File: src/rtl/receptor_serie_tupla_pkg.sv
// Shared definitions for the serial tuple receiver: FSM state encodings and
// default frame geometry, also used by the downstream 4-bit register stage.
package receptor_serie_tupla_pkg;

    // Default frame geometry: 4 data bits followed by an even parity bit.
    localparam int ANCHO_DEF   = 4;
    localparam int PARIDAD_DEF = 1;

    // FSM state encodings.
    localparam int ESTADO_W = 2;
    localparam logic [1:0] ST_REPOSO  = 2'd0;  // line idle, waiting for a start bit
    localparam logic [1:0] ST_DATOS   = 2'd1;  // shifting in data bits, LSB first
    localparam logic [1:0] ST_PARIDAD = 2'd2;  // sampling the even parity bit
    localparam logic [1:0] ST_PARADA  = 2'd3;  // sampling the stop bit

endpackage : receptor_serie_tupla_pkg

File: src/rtl/receptor_serie_tupla_contador_bits.sv
// Modulo-MODULO up-counter that tracks the data bit index inside a frame.
// Synchronous clear wins over enable; tc flags the last index (MODULO-1).
module contador_bits #(
    parameter int MODULO = 4,
    parameter int CW     = (MODULO > 1) ? $clog2(MODULO) : 1
) (
    input  logic          clk_i,
    input  logic          rst_i,
    input  logic          clr_i,
    input  logic          en_i,
    output logic [CW-1:0] cnt_o,
    output logic          tc_o
);

    localparam logic [CW-1:0] ULTIMO = CW'(MODULO - 1);

    logic [CW-1:0] cnt_q;
    logic [CW-1:0] cnt_d;

    // Next count: clear, hold, or advance with wrap at the terminal value.
    always_comb begin
        cnt_d = cnt_q;
        if (clr_i) begin
            cnt_d = '0;
        end else if (en_i) begin
            if (cnt_q == ULTIMO) begin
                cnt_d = '0;
            end else begin
                cnt_d = cnt_q + 1'b1;
            end
        end
    end

    // Count register with synchronous active-high reset.
    always_ff @(posedge clk_i) begin
        if (rst_i) begin
            cnt_q <= '0;
        end else begin
            cnt_q <= cnt_d;
        end
    end

    assign cnt_o = cnt_q;
    assign tc_o  = (cnt_q == ULTIMO);

endmodule : contador_bits

File: src/rtl/receptor_serie_tupla.sv
// Serial-to-parallel receiver: start bit, ANCHO data bits LSB first, optional
// even parity bit, stop bit. Each good frame lands on Tupla together with a
// one-cycle Habilitar strobe that directly loads the register stage.
//
// Handshake: Habilitar is a push-only valid with no ready. It is high for
// exactly one Reloj cycle, the cycle after the edge that samples a good stop
// bit, and Tupla is stable from that cycle until the next good frame. The
// consumer must accept every strobe; there is no back-pressure.
module receptor_serie_tupla
    import receptor_serie_tupla_pkg::*;
#(
    parameter int ANCHO   = ANCHO_DEF,
    parameter int PARIDAD = PARIDAD_DEF
) (
    input  logic                Reloj,
    input  logic                Reiniciar,
    input  logic                DatoSerie,
    input  logic                Muestra,
    output logic [ANCHO-1:0]    Tupla,
    output logic                Habilitar,
    output logic                Ocupado,
    output logic                ErrorParidad,
    output logic                ErrorTrama,
    output logic [ESTADO_W-1:0] EstadoDepuracion
);

    localparam int CW = (ANCHO > 1) ? $clog2(ANCHO) : 1;

    logic [ESTADO_W-1:0] estado_q, estado_d;
    logic [ANCHO-1:0]    desplaz_q, desplaz_d;
    logic [ANCHO-1:0]    tupla_q, tupla_d;
    logic                hab_q, hab_d;
    logic                ocupado_q, ocupado_d;
    logic                err_par_q, err_par_d;
    logic                err_trama_q, err_trama_d;

    logic                cnt_clr;
    logic                cnt_en;
    logic [CW-1:0]       cnt;
    logic                cnt_tc;

    // The counter restarts on an accepted tick in REPOSO and advances once per
    // data bit, so it reads ANCHO-1 exactly when the last data bit is sampled.
    assign cnt_clr = Muestra && (estado_q == ST_REPOSO);
    assign cnt_en  = Muestra && (estado_q == ST_DATOS);

    contador_bits #(
        .MODULO (ANCHO),
        .CW     (CW)
    ) u_contador_bits (
        .clk_i  (Reloj),
        .rst_i  (Reiniciar),
        .clr_i  (cnt_clr),
        .en_i   (cnt_en),
        .cnt_o  (cnt),
        .tc_o   (cnt_tc)
    );

    // Frame FSM, shift register and output register next-state logic.
    always_comb begin
        estado_d    = estado_q;
        desplaz_d   = desplaz_q;
        tupla_d     = tupla_q;
        hab_d       = 1'b0;
        ocupado_d   = ocupado_q;
        err_par_d   = err_par_q;
        err_trama_d = err_trama_q;

        if (Muestra) begin
            case (estado_q)
                ST_REPOSO: begin
                    // A single low sample is taken as the start bit.
                    if (!DatoSerie) begin
                        estado_d    = ST_DATOS;
                        ocupado_d   = 1'b1;
                        err_par_d   = 1'b0;
                        err_trama_d = 1'b0;
                    end
                end
                ST_DATOS: begin
                    // Shifting in at the MSB leaves the first bit in the LSB.
                    desplaz_d = {DatoSerie, desplaz_q[ANCHO-1:1]};
                    if (cnt_tc) begin
                        estado_d = (PARIDAD != 0) ? ST_PARIDAD : ST_PARADA;
                    end
                end
                ST_PARIDAD: begin
                    // Even parity: data bits plus parity bit must XOR to zero.
                    err_par_d = (^desplaz_q) ^ DatoSerie;
                    estado_d  = ST_PARADA;
                end
                ST_PARADA: begin
                    err_trama_d = ~DatoSerie;
                    ocupado_d   = 1'b0;
                    estado_d    = ST_REPOSO;
                    // A bad frame leaves the previous word in place.
                    if (DatoSerie && !err_par_q) begin
                        tupla_d = desplaz_q;
                        hab_d   = 1'b1;
                    end
                end
                default: begin
                    estado_d  = ST_REPOSO;
                    ocupado_d = 1'b0;
                end
            endcase
        end
    end

    // State and output registers; reset aborts any frame in progress.
    always_ff @(posedge Reloj) begin
        if (Reiniciar) begin
            estado_q    <= ST_REPOSO;
            desplaz_q   <= '0;
            tupla_q     <= '0;
            hab_q       <= 1'b0;
            ocupado_q   <= 1'b0;
            err_par_q   <= 1'b0;
            err_trama_q <= 1'b0;
        end else begin
            estado_q    <= estado_d;
            desplaz_q   <= desplaz_d;
            tupla_q     <= tupla_d;
            hab_q       <= hab_d;
            ocupado_q   <= ocupado_d;
            err_par_q   <= err_par_d;
            err_trama_q <= err_trama_d;
        end
    end

    assign Tupla            = tupla_q;
    assign Habilitar        = hab_q;
    assign Ocupado          = ocupado_q;
    assign ErrorParidad     = err_par_q;
    assign ErrorTrama       = err_trama_q;
    assign EstadoDepuracion = estado_q;

endmodule : receptor_serie_tupla

File: config.mk
export PLATFORM = sky130hd
export DESIGN_NAME = receptor_serie_tupla
export DESIGN_NICKNAME = d
export VERILOG_FILES = /design/src/rtl/receptor_serie_tupla_pkg.sv /design/src/rtl/receptor_serie_tupla_contador_bits.sv /design/src/rtl/receptor_serie_tupla.sv
export SDC_FILE = /design/constraint.sdc
export NUM_CORES = 1
export LEC_CHECK = 0
export BUFFER_PORTS_ARGS = -buffer_cell sky130_fd_sc_hd__buf_2
export CAP_MARGIN = 25
export CORE_MARGIN = 2
export CORE_UTILIZATION = 45
export DETAILED_ROUTE_END_ITERATION = 8
export PLACE_DENSITY = 0.76
export SLEW_MARGIN = 20
export SYNTH_ARGS = -nofsm -noshare
export SYNTH_HDL_FRONTEND = slang
export SYNTH_HIERARCHICAL = 1
export SYNTH_SLANG_ARGS = --single-unit
File: constraint.sdc
create_clock -name Reloj -period 1.97 [get_ports Reloj]
set_input_delay 0.394 -clock Reloj [delete_from_list [all_inputs] [get_ports Reloj]]
set_output_delay 0.394 -clock Reloj [all_outputs]
set_load 0.02 [all_outputs]
-- Word level (Yosys, flattened, before mapping)
Index checks and enable logic that the tools add are counted.
- bits of input ports: 4
- output and inout bits: 10
- register bits after elaboration: 16
- memory bits (writable): 0
- bits in latches: 0
- word-level logic and storage cells: 44
- memory bits (read-only): 0
- memories kept: 0
- equal/unequal tests: 6
- bitwise operators: 4
- mux-type cells: 10
- $lt $le $gt $ge: 0
- reductions and logical operators: 15
- add/sub/neg operators: 1
- shifts and indexed selects: 0
- div/mod/pow operators: 0
- multipliers: 0
- operators with widths (cell ; number):
    $reduce_and A3 Y1 ; 4
    $pmux W2 S4 ; 1
    $eq A2 B2 Y1 const B ; 3
    $mux W2 ; 3
    $pmux W1 S2 ; 3
    $ne A2 B2 Y1 const B ; 2
    $reduce_bool A2 Y1 ; 2
    $reduce_xor A4 Y1 ; 1
    $logic_and A1 B1 Y1 ; 3
    $mux W1 ; 3
    $not A1 Y1 ; 3
    $reduce_or A3 Y1 ; 1
    $add A2 B1 Y2 const B ; 1
    $eq A2 B1 Y1 const B ; 1
    $logic_not A2 Y1 ; 1
    $reduce_and A2 Y1 ; 1
    $reduce_or A2 Y1 ; 1
    $logic_not A1 Y1 ; 1
    $xor A1 B1 Y1 ; 1

-- Depth between registers and ports, before layout
Gate-level depths: netlist of run 1.
- depth in word-level cells: 3
- gate-level depth with buffers: 6
- mapped depth without buffers: 6

-- Modules after synthesis
The synthesis of run 1 kept the hierarchy.
- modules (own cells, without submodules) (module ; cells each ; area each (um^2) ; times used ; sequential area each (um^2)):
    receptor_serie_tupla ; 75 ; 669.4 ; 1 ; 280.3
    contador_bits ; 8 ; 95.1 ; 1 ; 40.0

-- Least setup slack after synthesis of run 1
No wires, ideal clock.
- path type: reg-to-reg
- start: register estado_q[0] (netlist: EstadoDepuracion[0])
- end: register u_contador_bits.cnt_q[0] (netlist: u_contador_bits/cnt_o[0])
- library setup time: 79 ps
- clock period less this slack: 1518 ps
- slack: 452 ps
- required time: 1891 ps
- data arrival time: 1439 ps
- cell stages (with the launch flop): 6
- buffers on the path: 0
- cell sequence: dfxtp_1 > ha_1 > nand2_1 > inv_1 > or3b_1 > a211oi_2
- elaborated cells on any way between the ends: 5
- classes of those cells: 1 x eq/ne; 4 x reduce/logical
- RTL lines (what ; line ; source):
    start, declared ; receptor_serie_tupla.sv:29 ; logic [ESTADO_W-1:0] estado_q, estado_d;
    start signal, assigned ; receptor_serie_tupla.sv:121 ; estado_q <= estado_d;
    $eq A2 B1 Y1 ; receptor_serie_tupla.sv:45 ; assign cnt_en = Muestra && (estado_q == ST_DATOS);
    $logic_and A1 B1 Y1 ; receptor_serie_tupla.sv:45 ;
    via cnt_en ; receptor_serie_tupla.sv:38 ; logic cnt_en;
    end signal, assigned ; receptor_serie_tupla_contador_bits.sv:39 ; cnt_q <= cnt_d;
    end, declared ; receptor_serie_tupla_contador_bits.sv:17 ; logic [CW-1:0] cnt_q;
The timed path passes the listed nets, and every way through them passes these cells.
A chain may end at the register's enable or synchronous reset.

-- Final worst setup path of run 1
- start: register estado_q[1] (netlist: EstadoDepuracion[1])
- end: register u_contador_bits.cnt_q[0] (netlist: u_contador_bits/cnt_o[0])
Same word-level chain as after synthesis.

==> impl_summary.md, run 1 <==
Run status
The run finished with clean final reports.

Layout
Relative to the synthesized area, the layout overhead comes to 11.62%. The number of nets at the end of the flow is about 110. The number of fill cells is about 150. In the final layout, the share of cells above drive strength 1 is 0.1771.

Leaving out fill and tap cells, the most frequent cell in the layout is sky130_fd_sc_hd__dfxtp_1. With fillers left out, the area of the finished cells amounts to approximately 850 sq um. The antenna diode count is 0. The number of standard cells in the final layout excluding fillers is 112.

In the layout the commonest cells are 16 x sky130_fd_sc_hd__dfxtp_1, 13 x sky130_fd_sc_hd__buf_2, 11 x sky130_fd_sc_hd__nand2_1.

Clock tree
The TritonCTS clock tree is yes. The longest clock path from root to sink contains 2 buffers. The number of gates resized after CTS was 0. The CTS buffer count is 3. The clock sink count is 16. The clock-pin slew on the worst setup and hold paths is 0.09 ns.

The cell chosen for the clock root is sky130_fd_sc_hd__clkbuf_4. The worst-skew pair later-pin latency is about 0.28 ns. CTS built an H-tree with a depth of 1. The setup fix buffers added after clock tree synthesis is 0. After clock tree synthesis, the flow added hold-fix buffers numbering 0.

Drt
The detail route stage leaves a number of antenna-violating nets equal to 0. The remaining design rule violation count is 0. The via count of the routed design is a little under 600. After the first detailed-routing iteration, the DRC count stood at 8. The first-pass detailed-route iteration total is 4. Dividing the detail-routed wire length by the instance count gives roughly 12 microns. The ratio of routed vias to standard cells is slightly above 5. For this block, the routed nets add up to ~1.4 mm of wire.

Die
The initial core utilization is 0.4959. The cell row count is 14. The die covers 2044 sq um.

The width of the die is 45.22 microns. The core region area is around 1500 sq um. The die is roughly 45 microns tall. The number of top-level design ports is 14.

Placement
The half-perimeter wire length of the detailed placement result is ~1.0 mm. The count of placed standard cells including taps is around 110. The setup slack at placement is approximately 0.43 ns. In this run the cell area measured after placement is between 800 and 900 sq um. The routability congestion estimate is roughly 0.83.

Port buffering added 13 buffers.

Critical path
In this design, the largest share of critical-path delay is due to simple AND/OR/NAND/NOR gates. The startpoint identified for the worst register-to-register timing path is EstadoDepuracion[1]. The cell with the largest stage delay on the worst path is sky130_fd_sc_hd__or3b_1. STA classifies the critical path endpoint as a register. Along the worst path, the maximum fanout reaches 7. For the worst setup path, the data required time is 2.18 ns. STA classifies the critical path startpoint as a register. In this design, the stage delay of the slowest critical-path cell is roughly 0.38 ns. The number of cells on the worst reg-to-reg path is 6. For the worst setup path, the data arrival time is 1.79 ns. The most frequent cell on the critical path is sky130_fd_sc_hd__inv_1. The worst register-to-register path ends at u_contador_bits/cnt_o[0]. The start-to-end type of the worst setup path is reg2reg.

The count of buffer and inverter cells on the critical path is 2. Setup slack on the worst reg-to-reg path comes out at ~0.39 ns. The signal on the critical path passes through inv_1, ha_1, nand2_1, inv_1, or3b_1, a211oi_2.

Timing
Headroom to the max-slew limit came out at 0.7690. The measured slew at the worst slew-check pin is about 0.34 ns. After routing, the total negative slack on setup checks comes to 0 ns. The final count of pins violating max slew is 0. The final count of negative-setup-slack endpoints is 0.

The count of endpoints failing hold in the final timing report is 0. Dividing the final minimum period by the clock period gives 0.8031. Counting I/O delays and the setup requirement, the final critical path takes about 1.6 ns. The peak clock frequency supported by timing is approximately 630 MHz.

In the post-route analysis, the smallest setup slack over all paths is ~0.39 ns. Setup repair after global routing left no endpoint under its margin. The worst setup skew after layout is about 0.0073 ns.

Logic synthesis
The sequential share of the synthesized area is 0.4190. The post-synthesis net count is just over 90. By area the synthesized netlist is led by sky130_fd_sc_hd__dfxtp_1 42%, sky130_fd_sc_hd__ha_1 9.8%, sky130_fd_sc_hd__mux2i_1 9.2%. The synthesized cell area is ~760 sq um.

Counting flops and latches in the post-synthesis netlist gives 16. The gate count of the mapped netlist is 83. The average instance in the mapped netlist occupies between 9 and 10 sq um. The distinct cell type count of the synthesized netlist is 25. The total number of yosys warnings is 6. Of the post-synthesis cell area, the dominant cell type holds 0.4190. The synthesized design spends more area on one cell type than any other, namely sky130_fd_sc_hd__dfxtp_1.

Global routing
The total global routing track utilization is 0.1663. Entering global routing, the biggest net connects 17 pins. Global routing finished with a remaining overflow of 0. The number of global-route vias before repair is roughly 530. The initial antenna violation count came to 0. The first-pass GRT wire length is between 2 and 2.5 mm.

Pwr
The relative contribution of sequential cells to total power is 0.566. The switching part of the total power is 0.2648. The internal portion of total power is between 0.4 and 0.5 mW.

The total design power is ~0.6 mW. The static leakage is approximately 0.42 nW. The analysis attributes to net switching a power of 0.1591 mW. The part of the total power dissipated in combinational logic is 0.160.

The worst-case IR drop observed on VDD is 0.3755 mV. The total power density per cell area is 704.1 nW/um^2. The clock network fraction of total power is 0.274.

Worst hold path
For hold timing, the worst endpoint is desplaz_q[3]. The worst hold path begins at DatoSerie. The type of the tightest min-delay check is in2reg.

Counting instances, the worst hold path has a depth of 3.

Job
Max-cap violations in this run came to 0.
## cells by family after synthesis
logic type               synth area share
XOR/XNOR                          0.05238
flip-flops                         0.4190
adder cells (fa/ha/maj)           0.09820
buffers and inverters             0.05892
AO/OA/AOI/OAI                      0.1244
AND/OR/NAND/NOR                    0.1555
multiplexers                      0.09166
## sequential cells by signal, indices dropped and copies added, names as in the netlist
signal,count
EstadoDepuracion,2
desplaz_q,4
Habilitar,1
u_contador_bits/cnt_o,2
Ocupado,1
Tupla,4
ErrorTrama,1
ErrorParidad,1
## cell usage after synthesis
library cell / instances
sky130_fd_sc_hd__nor3_1: 2
sky130_fd_sc_hd__nand3_1: 1
sky130_fd_sc_hd__nand4_1: 1
sky130_fd_sc_hd__a2bb2oi_1: 1
sky130_fd_sc_hd__xnor3_1: 1
sky130_fd_sc_hd__clkbuf_1: 1
sky130_fd_sc_hd__buf_4: 2
sky130_fd_sc_hd__nand2b_1: 1
sky130_fd_sc_hd__a21oi_1: 7
sky130_fd_sc_hd__xor2_1: 1
sky130_fd_sc_hd__a211oi_2: 1
sky130_fd_sc_hd__ha_1: 6
sky130_fd_sc_hd__xnor2_1: 1
sky130_fd_sc_hd__o21ai_0: 3
sky130_fd_sc_hd__dfxtp_1: 16
sky130_fd_sc_hd__nand4b_1: 1
sky130_fd_sc_hd__a221o_1: 1
sky130_fd_sc_hd__a31oi_1: 1
sky130_fd_sc_hd__and2_1: 1
sky130_fd_sc_hd__mux2i_1: 7
sky130_fd_sc_hd__nor2_1: 7
sky130_fd_sc_hd__inv_1: 7
sky130_fd_sc_hd__nand2_1: 11
sky130_fd_sc_hd__or3b_1: 1
sky130_fd_sc_hd__a211oi_1: 1
## area by class of cell
class                           instances  area [sq um]  share of cell area
Timing Repair Buffer                   13         65.06             0.07625
Clock buffer                            3         22.52             0.02639
Sequential cell                        16         320.3              0.3754
Tap cell                               16         20.02             0.02346
Multi-Input combinational cell         57         399.1              0.4677
Inverter                                7         26.28             0.03079
## worst max path at each step
stage	from	slack [ns]	end	depth (start not counted)
2_1_floorplan	EstadoDepuracion[0]	0.45	u_contador_bits/cnt_o[0]	5
3_3_place_gp	EstadoDepuracion[1]	0.49	u_contador_bits/cnt_o[0]	6
3_5_place_dp	EstadoDepuracion[1]	0.43	u_contador_bits/cnt_o[0]	6
4_1_cts	EstadoDepuracion[1]	0.40	u_contador_bits/cnt_o[0]	6
5_1_grt	EstadoDepuracion[1]	0.25	u_contador_bits/cnt_o[0]	6
6_report	EstadoDepuracion[1]	0.39	u_contador_bits/cnt_o[0]	6
## power groups by stage
stage | Sequential [mW] | Clock (mW) | Combinational (mW)
floorplan | 0.355 | 0 | 0.0666
global placement | 0.347 | 0 | 0.0932
detailed placement | 0.348 | 0 | 0.0959
CTS | 0.340 | 0.173 | 0.0964
global route | 0.342 | 0.190 | 0.108
finish | 0.340 | 0.165 | 0.0961
## through the flow
stage,hold WS [ns],utilization
2_1_floorplan,0.4543,-
3_3_place_gp,0.4661,0.5390
3_5_place_dp,0.4738,0.5390
4_1_cts,0.4098,0.5536
5_1_grt,0.4029,0.5536
6_report,0.4165,0.5536
## worst reg2reg max path: cells and delay by family, from the launching register on
| family | cells | cell delay (ns) |
|---|---|---|
| and+or+nand+nor | 2 | 0.50 |
| DFF | 1 | 0.36 |
| buffers and inverters | 2 | 0.31 |
| adders and majority gates | 1 | 0.18 |
| AOI/OAI and AO/OA | 1 | 0.17 |
## routing by layer
layer | up-vias | part of all wire | GRT usage
li1 | 306 | - | -
met1 | 259 | 0.45 | 0.2129
met2 | 17 | 0.50 | 0.2429
met3 | 0 | 0.053 | 0.04800
met4 | 0 | 0 | 0.1059
met5 | - | 0 | 0
(Power assumes the default switching activity.)
==> run 2, diff against run 1 <==
==> constraint.sdc (replaced) <==
create_clock -name Reloj -period 1.48 [get_ports Reloj]
set_input_delay 0.296 -clock Reloj [delete_from_list [all_inputs] [get_ports Reloj]]
set_output_delay 0.296 -clock Reloj [all_outputs]
set_load 0.02 [all_outputs]
==> impl_summary.md, run 2 (synthesis results as in run 1) <==
Run status
The run finished with clean final reports.

Global routing
The first-pass GRT wire length is 2.111 mm (-11%). The largest net degree at the start of global routing came to 17 (unchanged). The total global routing track utilization is 0.1450 (-0.02127). The number of global-route vias before repair is 514 (-3.2%). The initial antenna violation count is 0 (unchanged). The overflow left after global routing is 0 (unchanged).

Layout
The number of fill cells is 143 (-3.4%). The multi-input gate area in the final layout is 411.6 sq um (+3.1%). The register cell area after layout was 322.8 sq um (+0.78%).

The antenna diode count is 0 (unchanged). In the layout the commonest cells are 14 x sky130_fd_sc_hd__dfxtp_1, 13 x sky130_fd_sc_hd__buf_2, 11 x sky130_fd_sc_hd__nand2_1. The most common cell after layout, fill and taps aside is sky130_fd_sc_hd__dfxtp_1. The post-synthesis to final-layout area growth is 17.35%. The number of nets at the end of the flow came to 110 (+1.9%). The fraction of final layout cells sized beyond drive strength 1 is 0.2727 (+0.09564).

The final non-filler cell area is 897.1 sq um (+5.1%).

Timing
The count of endpoints failing hold in the final timing report came to 0 (unchanged). The worst hold-check slack is 0.3173 ns (-0.09924 ns). The remaining max-slew budget at the tightest pin was 0.7608 (-0.008262). The final critical delay including setup and external delays is 1.410 ns (-0.1719 ns).

The peak clock frequency supported by timing was 709.1 MHz (+12%). The final cycle utilization of the critical path is 0.9528 (+0.1497). The final count of pins violating max slew came to 0 (unchanged). The measured slew at the worst slew-check pin is 0.3569 ns (+0.01233 ns). The final count of negative-setup-slack endpoints came to 0 (unchanged).

The worst setup skew after layout came to 0.0006494 ns (-0.006685 ns).

Critical path
In this run the critical register-to-register path is launched from EstadoDepuracion[0]. The critical path in this run is classified as reg2reg. The arrival time of data at the critical path endpoint is 1.58 ns (-0.21 ns). The worst setup path is captured at a register.

The maximum fanout along the worst path is 4 (-3). The required time of the worst setup path is 1.65 ns (-0.53 ns). The origin of the worst setup path is EstadoDepuracion[0].

The number of cells on the worst reg-to-reg path is 5 (-1). In this run the critical register-to-register path is captured at EstadoDepuracion[0]. STA classifies the critical path startpoint as a register.

The internal reg-to-reg setup slack was 0.07 ns (-0.32 ns). The most critical setup path has its endpoint at EstadoDepuracion[0].

Drt
The via count of the routed design is 601 (+3.3%). The ratio of routed vias to standard cells was 5.226 (+0.57%). The detail-routed net length per standard cell is 11.64 microns (-4.3%). The final antenna-violating net count is 0 (unchanged). The first-pass detailed-route iteration total is 4 (unchanged). The DRC marker count from the first detailed-route iteration is 16 (+8). The overall routed net length is 1.339 mm (-1.8%).

The remaining design rule violation count is 0 (unchanged).

Pwr
The part of the total power dissipated in combinational logic is 0.158 (-0.002). The switching part of the total power is 0.2604 (-0.004400). The total power density per cell area is 982.2 nW/um^2 (+40%). The worst voltage drop across the vdd grid is 0.5522 mV (+47%).

The clock network fraction of total power is 0.326 (+0.052). The internal portion of total power was 0.6517 mW (+48%). The switching power total came to 0.2295 mW (+44%).

The total design power was 0.8812 mW (+47%). The relative contribution of sequential cells to total power is 0.516 (-0.050). The static leakage is 0.4385 nW (+3.9%).

Worst hold path
The tightest min-delay check is of the in2reg type.

Die
The initial core utilization is 0.4959 (unchanged). The width of the die is 45.22 microns (unchanged). The core region area is 1541 sq um (unchanged). The die height is 45.22 microns (unchanged).

The number of top-level design ports is 14 (unchanged). The die footprint is 2044 sq um (unchanged). The cell row count is 14 (unchanged).

Placement
The routability congestion estimate is 0.8615 (+4.1%). The half-perimeter wire length of the detailed placement result was 974.8 microns (-2.8%). The count of buffers inserted at the top-level ports is 13 (unchanged). The total cell area at the placement stage is 848.3 sq um (+2.1%).

Clock tree
The clock sink count is 16 (unchanged). The maximum clock path buffer count is 2 (unchanged). The CTS buffer count is 3 (unchanged). The number of hold-repair buffers added at the cts stage is 0 (unchanged). The tree is rooted in a sky130_fd_sc_hd__clkbuf_4. The TritonCTS clock tree is yes.

The worst-skew pair later-pin latency is 0.28 ns (about the same). The clock-pin slew on the worst setup and hold paths was 0.09 ns (about the same). The count of H-tree levels built during CTS is 1 (unchanged).

Job
The total of max-cap violations is 0 (unchanged).
-- run 2: cell count changes in the layout (fill, tap and decap cells not counted), sizes merged --
| cell | previous run | this run |
|---|---|---|
| buf | 13 | 15 |
| clkbuf | 3 | 4 |
-- run 2: power by group through the flow --
stage               combinational, mW  clock, mW  sequential [mW]
finish                          0.139      0.287            0.454
CTS                             0.134      0.299            0.454
global route                    0.156      0.316            0.457
global placement                0.130          0            0.463
floorplan                      0.0891          0            0.474
detailed placement              0.133          0            0.465
-- run 2: cell type report --
| class | instances | area share |
|---|---|---|
| clock buffer | 4 | 0.04045 |
| tap | 16 | 0.02232 |
| timing repair buffer | 15 | 0.08926 |
| multi-input combinational | 57 | 0.4589 |
| sequential | 16 | 0.3598 |
| inverter | 7 | 0.02929 |
-- run 2: metal layers --
| layer | share of wire | track usage | up-vias |
|---|---|---|---|
| li1 | - | - | 311 |
| met1 | 0.48 | 0.1940 | 273 |
| met2 | 0.46 | 0.2086 | 15 |
| met3 | 0.049 | 0.04800 | 2 |
| met4 | 0.0097 | 0.07059 | 0 |
| met5 | 0 | 0 | - |
-- run 2: stage by stage --
stage | setup WS, ns | std cells | setup TNS [ns] | utilization
6_report | 0.06979 | 115 | 0 | 0.5820
5_1_grt | -0.008531 | 115 | -0.008531 | 0.5820
4_1_cts | 0.06717 | 115 | 0 | 0.5739
3_5_place_dp | 0.08242 | 111 | 0 | 0.5503
3_3_place_gp | 0.1365 | 111 | 0 | 0.5503
2_1_floorplan | 0.06309 | 83 | 0 | -
-- run 2: how the worst min path moves through the flow --
stage,startpoint,slack (ns),cells past startpoint,to
5_1_grt,DatoSerie,0.33,3,desplaz_q[3]
3_5_place_dp,Tupla[2],0.48,2,Tupla[2]
3_3_place_gp,ErrorTrama,0.47,2,ErrorTrama
6_report,DatoSerie,0.32,3,desplaz_q[3]
4_1_cts,DatoSerie,0.31,3,desplaz_q[3]
2_1_floorplan,Reiniciar,0.36,1,u_contador_bits/cnt_o[0]
-- run 2: what timing repair did --
item	4_1_cts	5_1_grt
resized for setup	0	4
setup endpoints to repair	0	2
setup buffers	0	0
-- run 2: worst max-delay path: stages (launching register included) --
cell	delay, ns
sky130_fd_sc_hd__dfxtp_2	0.37
sky130_fd_sc_hd__inv_1	0.09
sky130_fd_sc_hd__ha_1	0.22
sky130_fd_sc_hd__a221o_1	0.39
sky130_fd_sc_hd__nor3_2	0.16
sky130_fd_sc_hd__a211oi_2	0.07
